### src/rtl/yval_pkg.sv
// Shared constants, state encoding and element type for the Y-value fetch sequencer.
package yval_pkg;

  localparam int HW_DEF = 24;

  function automatic int calc_epw(input int mem_w, input int yw);
    return mem_w / yw;
  endfunction

  function automatic int calc_wpr(input int n, input int epw);
    return (n + epw - 1) / epw;
  endfunction

  // Word address of Y[i][j]: full rows first, then the word holding column j.
  function automatic int elem_addr(input int i, input int j, input int wpr, input int epw);
    return i * wpr + j / epw;
  endfunction

  localparam logic [2:0] ST_IDLE  = 3'd0;
  localparam logic [2:0] ST_RD_RR = 3'd1;
  localparam logic [2:0] ST_RD_RC = 3'd2;
  localparam logic [2:0] ST_RD_CC = 3'd3;
  localparam logic [2:0] ST_EMIT  = 3'd4;
  localparam logic [2:0] ST_BUSY  = 3'd5;

  typedef struct packed {
    logic [HW_DEF-1:0] re;
    logic [HW_DEF-1:0] im;
  } elem_t;

endpackage

### src/rtl/yval_lane_sel.sv
// Extracts the {real,imag} element of column col from one yMem word.
module yval_lane_sel
  import yval_pkg::*;
#(
  parameter int MEM_W = 256,
  parameter int YW    = 48,
  parameter int IDX_W = 16
) (
  input  logic [MEM_W-1:0] word,
  input  logic [IDX_W-1:0] col,
  output logic [YW-1:0]    elem
);

  localparam int EPW = calc_epw(MEM_W, YW);

  logic [IDX_W-1:0] lane;

  assign lane = IDX_W'(int'(col) % EPW);

  // one-hot OR mux over the populated lanes
  always_comb begin
    elem = '0;
    for (int i = 0; i < EPW; i++) begin
      elem = elem | (word[i*YW +: YW] & {YW{lane == IDX_W'(i)}});
    end
  end

  generate
    if (EPW * YW < MEM_W) begin : g_pad
      logic unused_pad;
      assign unused_pad = ^word[MEM_W-1:EPW*YW];
    end
  endgenerate

endmodule

### src/rtl/yval_fetch_seq.sv
// Fetches Y_rr, Y_rc, Y_cc for one admittance change and hands them to calc_y as a single beat.
module yval_fetch_seq
  import yval_pkg::*;
#(
  parameter int IDX_W  = 16,
  parameter int HW     = 24,
  parameter int MEM_W  = 256,
  parameter int N      = 8,
  parameter int AW     = 16,
  parameter int RD_LAT = 1
) (
  input  logic             clock,
  input  logic             reset,
  input  logic             chng_valid,
  output logic             chng_ready,
  input  logic [IDX_W-1:0] chng_row,
  input  logic [IDX_W-1:0] chng_col,
  input  logic [HW-1:0]    chng_real,
  input  logic [HW-1:0]    chng_img,
  output logic             ymem_rd_en,
  output logic [AW-1:0]    ymem_addr,
  input  logic [MEM_W-1:0] ymem_data,
  output logic             op_valid,
  input  logic             op_ready,
  output logic [2*HW-1:0]  op_yVal_rr,
  output logic [2*HW-1:0]  op_yVal_rc,
  output logic [2*HW-1:0]  op_yVal_cc,
  output logic [2*HW-1:0]  op_delta,
  output logic [IDX_W-1:0] op_row,
  output logic [IDX_W-1:0] op_col,
  output logic             op_EX_EN,
  input  logic             calc_done,
  output logic             err_range
);

  localparam int YW    = 2 * HW;
  localparam int EPW   = calc_epw(MEM_W, YW);
  localparam int WPR   = calc_wpr(N, EPW);
  localparam int CNT_W = $clog2(RD_LAT + 1);

  logic [2:0]       state_r;
  logic [CNT_W-1:0] cnt_r;
  logic [IDX_W-1:0] row_r, col_r;
  logic [YW-1:0]    delta_r, y_rr_r, y_rc_r, y_cc_r;
  logic [MEM_W-1:0] word_r;
  logic             op_valid_r, chng_ready_r, rd_en_r, err_r;
  logic [AW-1:0]    addr_r;

  logic [AW-1:0]    addr_in_s, addr_rr_s, addr_rc_s, addr_cc_s;
  logic             in_range_s, diag_s, same_rc_s, reuse_s, data_ready_s;
  logic [MEM_W-1:0] sel_word_s;
  logic [IDX_W-1:0] sel_col_s;
  logic [YW-1:0]    lane_elem_s;

  assign addr_in_s  = AW'(elem_addr(int'(chng_row), int'(chng_row), WPR, EPW));
  assign addr_rr_s  = AW'(elem_addr(int'(row_r), int'(row_r), WPR, EPW));
  assign addr_rc_s  = AW'(elem_addr(int'(row_r), int'(col_r), WPR, EPW));
  assign addr_cc_s  = AW'(elem_addr(int'(col_r), int'(col_r), WPR, EPW));
  assign in_range_s = (int'(chng_row) < N) && (int'(chng_col) < N);
  assign diag_s     = (row_r == col_r);
  assign same_rc_s  = (addr_rc_s == addr_rr_s);
  assign data_ready_s = (cnt_r == CNT_W'(RD_LAT));

  // Y_rc sharing the Y_rr word is pulled from the saved word while the Y_cc read is in flight.
  assign reuse_s    = (state_r == ST_RD_CC) && same_rc_s && (cnt_r == CNT_W'(0));
  assign sel_word_s = reuse_s ? word_r : ymem_data;
  assign sel_col_s  = (state_r == ST_RD_RR) ? row_r : col_r;

  yval_lane_sel #(
    .MEM_W (MEM_W),
    .YW    (YW),
    .IDX_W (IDX_W)
  ) u_lane_sel (
    .word (sel_word_s),
    .col  (sel_col_s),
    .elem (lane_elem_s)
  );

  // fetch sequencer state, read strobes and captured beat fields
  always_ff @(posedge clock or negedge reset) begin
    if (!reset) begin
      state_r      <= ST_IDLE;
      cnt_r        <= '0;
      row_r        <= '0;
      col_r        <= '0;
      delta_r      <= '0;
      word_r       <= '0;
      y_rr_r       <= '0;
      y_rc_r       <= '0;
      y_cc_r       <= '0;
      op_valid_r   <= 1'b0;
      chng_ready_r <= 1'b1;
      rd_en_r      <= 1'b0;
      addr_r       <= '0;
      err_r        <= 1'b0;
    end else begin
      rd_en_r <= 1'b0;
      err_r   <= 1'b0;
      case (state_r)
        ST_IDLE: begin
          if (chng_valid) begin
            row_r   <= chng_row;
            col_r   <= chng_col;
            delta_r <= {chng_real, chng_img};
            if (in_range_s) begin
              state_r      <= ST_RD_RR;
              chng_ready_r <= 1'b0;
              rd_en_r      <= 1'b1;
              addr_r       <= addr_in_s;
              cnt_r        <= '0;
            end else begin
              err_r <= 1'b1;
            end
          end
        end
        ST_RD_RR: begin
          if (data_ready_s) begin
            y_rr_r <= lane_elem_s;
            word_r <= ymem_data;
            cnt_r  <= '0;
            if (diag_s) begin
              y_rc_r     <= lane_elem_s;
              y_cc_r     <= lane_elem_s;
              op_valid_r <= 1'b1;
              state_r    <= ST_EMIT;
            end else if (same_rc_s) begin
              rd_en_r <= 1'b1;
              addr_r  <= addr_cc_s;
              state_r <= ST_RD_CC;
            end else begin
              rd_en_r <= 1'b1;
              addr_r  <= addr_rc_s;
              state_r <= ST_RD_RC;
            end
          end else begin
            cnt_r <= cnt_r + CNT_W'(1);
          end
        end
        ST_RD_RC: begin
          if (data_ready_s) begin
            y_rc_r  <= lane_elem_s;
            rd_en_r <= 1'b1;
            addr_r  <= addr_cc_s;
            cnt_r   <= '0;
            state_r <= ST_RD_CC;
          end else begin
            cnt_r <= cnt_r + CNT_W'(1);
          end
        end
        ST_RD_CC: begin
          if (data_ready_s) begin
            y_cc_r     <= lane_elem_s;
            op_valid_r <= 1'b1;
            state_r    <= ST_EMIT;
          end else begin
            cnt_r <= cnt_r + CNT_W'(1);
            if (reuse_s) begin
              y_rc_r <= lane_elem_s;
            end
          end
        end
        ST_EMIT: begin
          if (op_ready) begin
            op_valid_r <= 1'b0;
            state_r    <= ST_BUSY;
          end
        end
        ST_BUSY: begin
          if (calc_done) begin
            chng_ready_r <= 1'b1;
            state_r      <= ST_IDLE;
          end
        end
        default: begin
          state_r      <= ST_IDLE;
          op_valid_r   <= 1'b0;
          chng_ready_r <= 1'b1;
        end
      endcase
    end
  end

  assign chng_ready = chng_ready_r;
  assign ymem_rd_en = rd_en_r;
  assign ymem_addr  = addr_r;
  assign op_valid   = op_valid_r;
  assign op_yVal_rr = y_rr_r;
  assign op_yVal_rc = y_rc_r;
  assign op_yVal_cc = y_cc_r;
  assign op_delta   = delta_r;
  assign op_row     = row_r;
  assign op_col     = col_r;
  assign op_EX_EN   = op_valid_r & op_ready;
  assign err_range  = err_r;

endmodule

### config.mk
export PLATFORM = sky130hd
export DESIGN_NAME = yval_fetch_seq
export DESIGN_NICKNAME = d
export VERILOG_FILES = /design/src/rtl/yval_pkg.sv /design/src/rtl/yval_lane_sel.sv /design/src/rtl/yval_fetch_seq.sv
export SDC_FILE = /design/constraint.sdc
export NUM_CORES = 1
export LEC_CHECK = 0
export ABC_AREA = 0
export CAP_MARGIN = 5
export CORE_ASPECT_RATIO = 1.4
export CORE_MARGIN = 2
export CORE_UTILIZATION = 30
export DETAILED_ROUTE_END_ITERATION = 16
export PLACE_DENSITY = 0.59
export REMOVE_ABC_BUFFERS = 1
export SLEW_MARGIN = 20
export SYNTH_ARGS = -nofsm -noshare
export SYNTH_HDL_FRONTEND = slang
export SYNTH_SLANG_ARGS = --single-unit
### constraint.sdc
create_clock -name clock -period 22.8 [get_ports clock]
set_clock_uncertainty 0.1 [all_clocks]
set_input_delay 4.56 -clock clock [delete_from_list [all_inputs] [get_ports clock]]
set_output_delay 4.56 -clock clock [all_outputs]
set_load 0.05 [all_outputs]
==> impl_metrics.py <==
metrics = {
    "run_status": {
        "status": "finished clean",
    },
    "sta": {
        "rsz0062_at_grt": "no",
        "fin_setup_tns_ps": 0,
        "hold_viol": 0,
        "finalWorstSetupSlack_ps": 1686,
        "maxSlewHeadroom_pct": 16.72,
        "setup_viol": 0,
        "period_share_pct": 92.61,
        "max_freq_mhz": 47.36,
        "slew_viol_final": 0,
        "finalCriticalPeriod_ps": 21110,
        "tightest_slew_ps": 1230,
    },
    "drt": {
        "drt-total-wl_um": 170900,
        "drc": 0,
        "firstDrtPassIters": 6,
        "final_antenna_net_count": 0,
        "vias_per_cell": 5.831,
        "wl_per_cell_um": 23.01,
        "vias": 43323,
        "drt_iter0_markers": 3119,
    },
    "cts": {
        "cts_buffers": 51,
        "h-tree-depth": 2,
        "clk_latency_ps": 670,
        "cts_tree": "done",
        "clk_pin_slew_ps": 70,
        "cts_sinks": 488,
        "hold_buffers": 0,
        "cts_root_buffer": "clkbuf_16",
        "clock_path_buffers": 3,
        "cts_resized": 0,
        "cts_setup_buffers": 0,
    },
    "placed_design": {
        "dp_slack_ps": 1145,
        "gp_congestion": 0.9463,
        "dp_hpwl_um": 127000,
        "placed_area_um2": 50600,
        "port_buffers": 569,
    },
    "die": {
        "die_w_um": 324.5,
        "die_h_um": 452.7,
        "pin_count": 586,
        "fp.dieArea_um2": 146900,
        "coreArea_um2": 142800,
        "num_rows": 164,
        "start_util_pct": 30.21,
    },
    "cells_and_area": {
        "ff_latch_area_um2": 12210,
        "final_area_um2": 52370,
        "fillers": 14764,
        "nNetsFinal": 5882,
        "drive_above_1_share_pct": 12.36,
        "multi_input_area_um2": 29090,
        "syn2layout_area_growth_pct": 21.40,
        "final_util_pct": 36.67,
    },
    "logic_synthesis": {
        "syn_inst": 5091,
        "ys_seq_area_share_pct": 28.31,
        "ys_async_sr_fraction_pct": 100.0,
        "synth.top_cells.by_area": "dfrtp_1 (28%), mux2_2 (8.6%), mux2i_1 (6.5%), a21oi_1 (5.4%), nor2_1 (4.1%)",
        "synthFlopType": "dfrtp_1",
        "yosys.cell_types.count": 133,
        "avgSynthCellArea_um2": 8.474,
        "ys_ff_latch": 488,
        "syn_area_um2": 43140,
        "yosys_warnings": 0,
        "synth_edf_count": 0,
        "synth.largest_area_cell": "dfrtp_1",
        "synth_top_area_share_pct": 28.25,
    },
    "worst_setup_path": {
        "slowest_stage": "nor3_1",
        "cpMostUsedCell": "a21oi_1",
        "cp.arrival_ps": 21550,
        "crit_fanout": 16,
        "worstPathRequired_ps": 23240,
        "critPathMaxStageDelay_ps": 880,
        "endpoint_kind": "register",
        "path_class": "input port to register",
        "start_kind": "input port",
    },
    "run": {
        "drv_cap": 0,
    },
    "global_routing": {
        "grt_util_met1_pct": 23.73,
        "overflow": 0,
        "grt_pass1_vias": 42265,
        "grt_start_max_net_pins": 174,
        "top_usage_layer": "met2",
        "grt_use_met3_pct": 5.942,
        "grt_antenna_before_repair": 37,
        "track_usage_pct": 22.18,
        "grt_pass1_wl_um": 257100,
        "met2_usage_pct": 40.19,
    },
    "min_path": {
        "hold_class": "register to register",
    },
}
==> metal layers <==
layer / up-vias / routed length (um)
met5: - / 262
met4: 40 / 8750
met3: 374 / 13390
met2: 1617 / 84880
met1: 21189 / 63640
li1: 20103 / -
==> cells in the mapped netlist, types with 20 or more instances <==
master,instances
inv_1,114
a211o_1,35
or2_2,32
and3_1,43
o21a_1,29
and2_1,53
xnor2_1,167
a22oi_1,20
dfrtp_1,487
or3_1,45
o311ai_1,50
a211oi_1,41
a21oi_1,464
nor3_1,127
nor2b_1,24
o211ai_2,28
o211ai_1,83
nor2_1,475
o21ai_0,221
ha_1,68
o21bai_1,44
a21o_1,65
nor4_1,52
buf_2,50
o22ai_1,20
o31ai_1,38
nand4_1,71
mux2i_1,281
o21ai_1,21
mux2_2,330
or4_1,27
a31oi_1,198
nand2b_1,39
nand2_1,300
xor2_1,50
clkbuf_1,238
nand3_1,122
==> cell usage in the layout, fill, tap and decap left out, types with 35 or more instances in the layout <==
master,instances
and2_1,53
clkbuf_16,51
inv_1,114
clkdlybuf4s50_1,568
a31oi_1,197
buf_4,88
mux2_2,330
and3_1,43
nand2b_1,39
a21o_1,64
nor2_1,474
a211oi_1,41
mux2i_1,279
nand2_1,300
xor2_1,50
dfrtp_1,487
xnor2_1,167
or3_1,45
nor3_1,126
ha_1,68
nor4_1,52
a211o_1,35
o21bai_1,44
o211ai_1,83
o311ai_1,48
a21oi_1,462
nand4_1,71
nand3_1,121
o31ai_1,38
o21ai_0,219
==> critical path, delay by kind of cell <==
kind | cells | cell delay (ps)
AOI/OAI and AO/OA | 28 | 6700
and+or+nand+nor | 18 | 5990
buffers and inverters | 7 | 2030
adders and majority gates | 4 | 1150
xor gates and xnor gates | 4 | 860
muxes | 1 | 210
==> state kept, by name (all words and copies together), names as in the netlist <==
signal	cells
word_r	240
op_delta	48
op_yVal_cc	48
op_yVal_rc	48
op_yVal_rr	48
op_col	16
op_row	16
ymem_addr	16
state_r	3
chng_ready	1
cnt_r	1
err_range	1
op_valid	1
ymem_rd_en	1
==> logic make-up (layout without fill, tap and decap cells) <==
family	Yosys count	in the layout	share of synthesized area [%]
compound gates	1693	1693	27.10
xor+xnor	221	221	4.583
fa+ha+maj	85	85	2.460
buf+inv	463	880	4.600
flops	488	488	28.31
mux	612	612	15.16
other cells	0	13	0
simple gates	1529	1529	17.78
==> metrics by stage <==
| stage | std cells | hold WS, ps |
|---|---|---|
| after CTS | 7417 | 396.2 |
| after detailed placement | 7325 | 381.9 |
| after global routing | 7426 | 413.7 |
| final | 7430 | 391.8 |
| after global placement | 7325 | 381.5 |
| after floorplan | 4754 | 380.3 |
==> layout make-up <==
cell class | instances | area share [%]
inverter | 126 | 0.9031
clock buffer | 80 | 2.950
clock inverter | 12 | 0.3464
tap | 1909 | 4.561
multi-input combinational | 4140 | 55.54
timing repair buffer | 662 | 12.32
sequential | 488 | 23.32
antenna | 13 | 0.06211
==> worst paths after layout <==
path	start	to	slack, ps	depth (start not counted)
hold reg to reg	op_valid	op_valid	390	1
max in group asynchronous	reset	word_r[73]	16460	3
setup reg to reg	op_row[13]	op_yVal_rr[41]	2890	60
hold / removal	op_valid	op_valid	390	1
setup / recovery	chng_row[13]	ymem_addr[14]	1690	62
min in group asynchronous	reset	op_delta[14]	3870	1
Power is left out: the tool's default activity adds up to more than one toggle a clock period on the data nets, which glitch-free logic cannot reach.
